$ cat config.mk
export PLATFORM = sky130hd
export DESIGN_NAME = line_follower_pwm_ctrl
export DESIGN_NICKNAME = d
export VERILOG_FILES = /design/src/rtl/line_follower_pwm_ctrl.sv
export SDC_FILE = /design/constraint.sdc
export NUM_CORES = 1
export LEC_CHECK = 0
export CORE_MARGIN = 5
export CORE_UTILIZATION = 64
export DETAILED_ROUTE_END_ITERATION = 16
export PLACE_DENSITY = 0.87
export REMOVE_ABC_BUFFERS = 1
export SLEW_MARGIN = 10
export SYNTH_ARGS = -nofsm -noshare
export SYNTH_HDL_FRONTEND = slang
export SYNTH_SLANG_ARGS = --single-unit
$ cat constraint.sdc
create_clock -name clk -period 7.1 [get_ports clk]
set_clock_uncertainty 0.1 [all_clocks]
set_input_delay 2.13 -clock clk [delete_from_list [all_inputs] [get_ports clk]]
set_output_delay 2.13 -clock clk [all_outputs]
set_load 0.02 [all_outputs]
$ cat src/rtl/line_follower_pwm_ctrl.sv
// line_follower_pwm_ctrl: two-motor line follower drive with debounced IR sensing, PWM, dead-time and search/halt FSM
module line_follower_pwm_ctrl #(
    parameter int N_SENS        = 5,
    parameter int PWM_W         = 8,
    parameter int BASE_DUTY     = 200,
    parameter int TURN_DUTY     = 80,
    parameter int DEBOUNCE      = 4,
    parameter int SEARCH_CYCLES = 1000,
    parameter int DEAD          = 8
) (
    input  logic              clk,
    input  logic              rst,
    input  logic [N_SENS-1:0] sens,
    input  logic [2:0]        cmd,
    input  logic              cmd_valid,
    output logic              m1a,
    output logic              m1b,
    output logic              m2a,
    output logic              m2b,
    output logic [1:0]        state_o,
    output logic              line_lost
);
    localparam int HALF = N_SENS / 2;
    localparam int CW   = $clog2(N_SENS + 1);
    localparam int DBW  = $clog2(DEBOUNCE + 1);
    localparam int SCW  = $clog2(SEARCH_CYCLES + 1);
    localparam int DW   = $clog2(DEAD + 1);
    localparam logic [PWM_W-1:0] BD = PWM_W'(BASE_DUTY);
    localparam logic [PWM_W-1:0] TD = PWM_W'(TURN_DUTY);
    localparam logic [2:0] C_AUTO = 3'd0, C_FWD = 3'd1, C_RIGHT = 3'd2, C_LEFT = 3'd3, C_REV = 3'd5;
    localparam logic [1:0] D_OFF = 2'd0, D_FWD = 2'd1, D_REV = 2'd2;

    typedef enum logic [1:0] {MANUAL = 2'd0, TRACK = 2'd1, SEARCH = 2'd2, HALT = 2'd3} state_t;

    state_t            r_state, w_state_n;
    logic [2:0]        r_act, w_act_n;
    logic              r_side, w_side_n;
    logic [SCW-1:0]    r_scnt, w_scnt_n;
    logic [PWM_W-1:0]  r_cnt;
    logic [N_SENS-1:0] r_s1, r_s2, w_deb;
    logic [CW-1:0]     w_l, w_r;
    logic              w_seen, w_cmd_ok;
    logic [1:0]        w_dir [2];
    logic [PWM_W-1:0]  w_duty [2];
    logic [1:0]        w_pa, w_pb;

    // Two-flop synchroniser, idling white so reset never looks like a line
    always_ff @(posedge clk or posedge rst) begin
        if (rst) begin
            r_s1 <= '1;
            r_s2 <= '1;
        end else begin
            r_s1 <= sens;
            r_s2 <= r_s1;
        end
    end

    genvar g;
    for (g = 0; g < N_SENS; g++) begin : g_deb
        logic           r_b;
        logic [DBW-1:0] r_c;
        // Accept a new level only after DEBOUNCE consecutive differing samples
        always_ff @(posedge clk or posedge rst) begin
            if (rst) begin
                r_b <= 1'b1;
                r_c <= '0;
            end else if (r_s2[g] == r_b) begin
                r_c <= '0;
            end else if (r_c == DBW'(DEBOUNCE - 1)) begin
                r_b <= r_s2[g];
                r_c <= '0;
            end else begin
                r_c <= r_c + 1'b1;
            end
        end
        assign w_deb[g] = r_b;
    end

    assign w_seen   = ~&w_deb;
    assign w_cmd_ok = cmd_valid && (cmd <= C_REV);

    // Black-sensor counts of the left and right halves; a centre sensor is excluded
    always_comb begin
        w_l = '0;
        w_r = '0;
        for (int i = 0; i < HALF; i++) begin
            w_l = w_l + CW'(!w_deb[i]);
            w_r = w_r + CW'(!w_deb[N_SENS-HALF+i]);
        end
    end

    // State, manual action, last steering side and search timer registers
    always_ff @(posedge clk or posedge rst) begin
        if (rst) begin
            r_state <= MANUAL;
            r_act   <= 3'd4;
            r_side  <= 1'b0;
            r_scnt  <= '0;
        end else begin
            r_state <= w_state_n;
            r_act   <= w_act_n;
            r_side  <= w_side_n;
            r_scnt  <= w_scnt_n;
        end
    end

    // Sensor-driven transitions, then a valid command overrides them
    always_comb begin
        w_state_n = r_state;
        w_act_n   = r_act;
        w_side_n  = r_side;
        w_scnt_n  = r_scnt;
        case (r_state)
            TRACK: begin
                if (!w_seen) begin
                    w_state_n = SEARCH;
                    w_scnt_n  = '0;
                end else if (w_l > w_r) begin
                    w_side_n = 1'b0;
                end else if (w_r > w_l) begin
                    w_side_n = 1'b1;
                end
            end
            SEARCH: begin
                if (w_seen) w_state_n = TRACK;
                else if (r_scnt == SCW'(SEARCH_CYCLES - 1)) w_state_n = HALT;
                else w_scnt_n = r_scnt + 1'b1;
            end
            default: ;
        endcase
        if (w_cmd_ok) begin
            w_state_n = (cmd == C_AUTO) ? TRACK : MANUAL;
            w_act_n   = (cmd == C_AUTO) ? r_act : cmd;
        end
    end

    // Per-motor direction and duty request for the current state
    always_comb begin
        w_dir[0]  = D_OFF;
        w_dir[1]  = D_OFF;
        w_duty[0] = BD;
        w_duty[1] = BD;
        case (r_state)
            MANUAL: begin
                w_dir[0] = (r_act == C_FWD || r_act == C_RIGHT) ? D_FWD : (r_act == C_REV) ? D_REV : D_OFF;
                w_dir[1] = (r_act == C_FWD || r_act == C_LEFT) ? D_FWD : (r_act == C_REV) ? D_REV : D_OFF;
            end
            TRACK: begin
                w_dir[0]  = D_FWD;
                w_dir[1]  = D_FWD;
                w_duty[0] = (w_l > w_r) ? TD : BD;
                w_duty[1] = (w_r > w_l) ? TD : BD;
            end
            SEARCH: begin
                w_dir[0]  = r_side ? D_FWD : D_REV;
                w_dir[1]  = r_side ? D_REV : D_FWD;
                w_duty[0] = TD;
                w_duty[1] = TD;
            end
            default: ;
        endcase
    end

    // Free-running PWM counter
    always_ff @(posedge clk or posedge rst) begin
        if (rst) r_cnt <= '0;
        else r_cnt <= r_cnt + 1'b1;
    end

    for (g = 0; g < 2; g++) begin : g_mot
        logic          r_a, r_b, r_last, r_has, w_rev;
        logic [DW-1:0] r_dead;
        assign w_rev = (w_dir[g] != D_OFF) && r_has && ((w_dir[g] == D_REV) != r_last);
        // Remember last direction, hold pins low through a reversal, register the PWM pins
        always_ff @(posedge clk or posedge rst) begin
            if (rst) begin
                r_a    <= 1'b0;
                r_b    <= 1'b0;
                r_last <= 1'b0;
                r_has  <= 1'b0;
                r_dead <= '0;
            end else begin
                if (w_dir[g] != D_OFF) begin
                    r_last <= (w_dir[g] == D_REV);
                    r_has  <= 1'b1;
                end
                r_dead <= w_rev ? DW'(DEAD - 1) : (r_dead != '0) ? r_dead - 1'b1 : '0;
                r_a    <= !w_rev && (r_dead == '0) && (w_dir[g] == D_FWD) && (r_cnt < w_duty[g]);
                r_b    <= !w_rev && (r_dead == '0) && (w_dir[g] == D_REV) && (r_cnt < w_duty[g]);
            end
        end
        assign w_pa[g] = r_a;
        assign w_pb[g] = r_b;
    end

    assign m1a       = w_pa[0];
    assign m1b       = w_pb[0];
    assign m2a       = w_pa[1];
    assign m2b       = w_pb[1];
    assign state_o   = r_state;
    assign line_lost = (r_state == HALT);
endmodule
==> out/summary.json <==
{
  "wire_per_inst": {"value": 14.5, "unit": "um"},
  "hold_viol": {"value": 0},
  "critPathBufInv": {"value": 1},
  "avgSynthCellArea": {"value": 11.1, "unit": "um2"},
  "critical_path.reg2reg.startpoint": {"value": "g_deb[3].r_b$_DFFE_PP1P_"},
  "slowest_cell_on_the_critical_path": {"value": "sky130_fd_sc_hd__clkdlybuf4s50_1"},
  "leakage": {"value": 1.75, "unit": "nW"},
  "place_worst_setup_slack": {"value": 3350, "unit": "ps"},
  "worst-r2r-setup-slack": {"value": 3990, "unit": "ps"},
  "drc": {"value": 0},
  "synth.ff_latch_count": {"value": 70},
  "synth_area_leaders": {"value": "sky130_fd_sc_hd__dfrtp_1 (40%), sky130_fd_sc_hd__dfstp_2 (12%), sky130_fd_sc_hd__ha_1 (7.4%)"},
  "cts_buffer_depth": {"value": 2},
  "synth.top_cell.area_share": {"value": 0.399},
  "clockRootBuffer": {"value": "sky130_fd_sc_hd__clkbuf_8"},
  "holdBufCountCts": {"value": 0},
  "clk_pin_slew_worst_paths": {"value": 70, "unit": "ps"},
  "fmaxAchievable": {"value": 243, "unit": "MHz"},
  "type_of_the_tightest_min_delay_check": {"value": "reg -> reg"},
  "p_per_area": {"value": 296, "unit": "nW/um2"},
  "final_std_cell_area_no_fill": {"value": 3790, "unit": "um2"},
  "rsz0062_at_grt": {"value": "false"},
  "yosys.cell_count.top_type": {"value": "sky130_fd_sc_hd__dfrtp_1"},
  "grt_usage": {"value": 0.204},
  "critPathMaxStageDelay": {"value": 690, "unit": "ps"},
  "floorplan.initialDensity": {"value": 0.663},
  "io_buffers": {"value": 17},
  "synth_enable_flop_cells": {"value": 0},
  "regArea": {"value": 1770, "unit": "um2"},
  "dominant_register_cell_in_the_synthesized_netlist": {"value": "sky130_fd_sc_hd__dfrtp_1"},
  "vertical_extent_of_the_die": {"value": 82.7, "unit": "um"},
  "drt_wl_total": {"value": 5860, "unit": "um"},
  "cts-buffers-inserted": {"value": 9},
  "postCtsSetupRepairBufs": {"value": 0},
  "cts_tree": {"value": "done"},
  "final.min_clock_period": {"value": 4120, "unit": "ps"},
  "hold_path_origin": {"value": "r_s1[1]$_DFF_PP1_"},
  "detailedRoute.firstPassIterationCount": {"value": 5},
  "seq_area_frac_synth": {"value": 0.523},
  "yosysTopAreaCell": {"value": "sky130_fd_sc_hd__dfrtp_1"},
  "timing.max_cap.violations": {"value": 0},
  "fin_nets": {"value": 359},
  "run_status": {"value": "complete, no violations"},
  "synthCells": {"value": 304},
  "place_area": {"value": 3630, "unit": "um2"},
  "cp-start-kind": {"value": "flip-flop"},
  "boundaryPins": {"value": 18},
  "synthesis.yosys.warnings": {"value": 0},
  "drt-initial-drc-count": {"value": 144},
  "crit_chain": {"value": "ha_1, clkdlybuf4s50_1"},
  "area.growth.synth_to_final": {"value": 12.0, "unit": "%"},
  "critical_path_at": {"value": 1890, "unit": "ps"},
  "synth_fa_ha_area_frac": {"value": 0.0739},
  "gr-total-overflow": {"value": 0},
  "filler_cell_count": {"value": 372},
  "latest_clock_arrival_within_the_worst_skew_pair": {"value": 340, "unit": "ps"},
  "ant_nets": {"value": 0},
  "post-route-worst-setup-slack": {"value": 2980, "unit": "ps"},
  "floorplan.die.width": {"value": 82.7, "unit": "um"},
  "muxShareOfSynthArea": {"value": 0.0192},
  "num_vias": {"value": 2367},
  "critPathMaxFanout": {"value": 12},
  "synth_compound_gate_area_share": {"value": 0.118},
  "yosysUniqueCellTypes": {"value": 57},
  "multi_input_gate_area": {"value": 1530, "unit": "um2"},
  "post_route_cells_drive_above_1_share": {"value": 0.129},
  "fp.dieArea": {"value": 6850, "unit": "um2"},
  "setup_total_negative_slack": {"value": 0, "unit": "ps"},
  "vdd_drop_max": {"value": 246, "unit": "uV"},
  "synth_top_family_by_area": {"value": "simple AND/OR/NAND/NOR gates"},
  "worst_path_dominant_cell_family": {"value": "buffers and inverters"},
  "period_share": {"value": 0.580},
  "timing.max_slew.rel_slack": {"value": 0.442},
  "syn-cell-area": {"value": 3390, "unit": "um2"},
  "critPathRequiredTime": {"value": 4870, "unit": "ps"},
  "end_kind": {"value": "output port"},
  "fp.coreArea": {"value": 5110, "unit": "um2"},
  "clkSinkCount": {"value": 70},
  "final_antenna_diode_count": {"value": 0},
  "worstSetupPathType": {"value": "reg -> out"},
  "grt_max_degree": {"value": 71},
  "rows": {"value": 26},
  "global_route_wire_length_before_repair": {"value": 10600, "unit": "um"},
  "synth.cells.most_frequent": {"value": "sky130_fd_sc_hd__dfrtp_1 (54), sky130_fd_sc_hd__nand2_1 (22), sky130_fd_sc_hd__ha_1 (20), sky130_fd_sc_hd__dfstp_2 (16), sky130_fd_sc_hd__inv_1 (16)"},
  "vias_in_the_first_global_route": {"value": 2428},
  "dpl.hpwl": {"value": 4190, "unit": "um"},
  "globalplace.congestion": {"value": 0.811},
  "synth-xor-area-share": {"value": 0.0336},
  "h-tree-depth": {"value": 3},
  "synth_simple_gate_area_frac": {"value": 0.207},
  "synth_async_sr_flop_share": {"value": 1.00},
  "number_of_antenna_violations_at_the_first_check_in_global_routing": {"value": 0},
  "drt-vias-per-instance": {"value": 5.87},
  "startpoint": {"value": "state_o[0]$_DFFE_PP0P_"},
  "report.final.slew_viol_count": {"value": 0},
  "tightestPinTransition": {"value": 836, "unit": "ps"},
  "final-setup-viol-count": {"value": 0},
  "post_cts_resize_count": {"value": 0}
}
-- sequential cells by signal, summed over array words and instances, names as in the netlist --
| signal | count |
|---|---|
| r_cnt | 8 |
| r_s2 | 5 |
| m1a | 1 |
| r_act | 3 |
| m2a | 1 |
| r_scnt | 10 |
| g_mot.r_has | 2 |
| r_s1 | 5 |
| m2b | 1 |
| g_mot.r_last | 2 |
| r_side | 1 |
| state_o | 2 |
| g_mot.r_dead | 8 |
| m1b | 1 |
| g_deb.r_c | 15 |
| g_deb.r_b | 5 |
-- path summary, 6_finish.rpt --
path                                                      to  cells after the start
worst max-delay path                               line_lost                      2
worst min-delay path                       r_s2[1]$_DFF_PP1_                      0
worst max register to register                 m2a$_DFF_PP0_                     11
worst min register to register             r_s2[1]$_DFF_PP1_                      0
max in group asynchronous       g_mot[0].r_dead[1]$_DFF_PP0_                      3
min in group asynchronous          g_deb[0].r_c[2]$_DFF_PP0_                      3
-- final cells by class --
cell class,count,share of cell area
flip-flops and latches,70,0.467
clock inverters,4,0.00594
inverters,16,0.0158
multi-input cells,213,0.403
well taps,70,0.0231
repair buffers,18,0.0468
clock buffers,12,0.0383
-- power breakdown --
| part | switching, mW | internal [mW] | leakage, nW | total (mW) |
|---|---|---|---|---|
| Clock | 0.140 | 0.135 | 0.0861 | 0.275 |
| Sequential | 0.0601 | 0.479 | 0.870 | 0.539 |
| Combinational | 0.163 | 0.146 | 0.792 | 0.309 |
| Total | 0.364 | 0.760 | 1.75 | 1.12 |
-- cells in the final DEF (no fill, tap or decap), types with 5 or more instances in the layout --
cell,netlist,routed
sky130_fd_sc_hd__dfrtp_1,54,54
sky130_fd_sc_hd__nand2_1,22,22
sky130_fd_sc_hd__ha_1,20,20
sky130_fd_sc_hd__clkdlybuf4s50_1,0,17
sky130_fd_sc_hd__dfstp_2,16,16
sky130_fd_sc_hd__inv_1,16,15
sky130_fd_sc_hd__nor3_1,14,14
sky130_fd_sc_hd__o21ai_0,13,13
sky130_fd_sc_hd__nand3_1,13,13
sky130_fd_sc_hd__nor2_1,11,11
sky130_fd_sc_hd__xnor2_1,11,11
sky130_fd_sc_hd__nor3b_1,10,10
sky130_fd_sc_hd__clkbuf_8,0,10
sky130_fd_sc_hd__a21oi_1,8,8
sky130_fd_sc_hd__nor2b_1,8,8
sky130_fd_sc_hd__nand2b_1,8,8
sky130_fd_sc_hd__o211ai_1,6,6
sky130_fd_sc_hd__and3b_1,5,5
-- kinds of logic (layout without fill, tap and decap cells) --
group | after synthesis | after routing
fa+ha+maj | 20 | 20
buf+inv | 21 | 50
compound gates | 54 | 54
mux | 6 | 6
flops | 70 | 70
simple gates | 120 | 120
xor+xnor | 13 | 13
-- through the flow --
stage	power [mW]	utilization	instances	hold WS, ps
global placement	0.835	0.710	387	247
CTS	1.13	0.743	403	258
detailed placement	0.855	0.710	387	247
floorplan	0.768	-	299	245
finish	1.12	0.743	403	256
global route	1.21	0.743	403	263
-- metal layers --
layer	part of all wire	vias to the layer above	track usage	wire [um]
li1	-	1159	-	-
met1	0.45	1163	0.242	2620
met2	0.50	33	0.335	2900
met3	0.043	12	0.0792	254
met4	0.015	0	0.0768	87
met5	0	-	0	0
(Power assumes the default switching activity.)
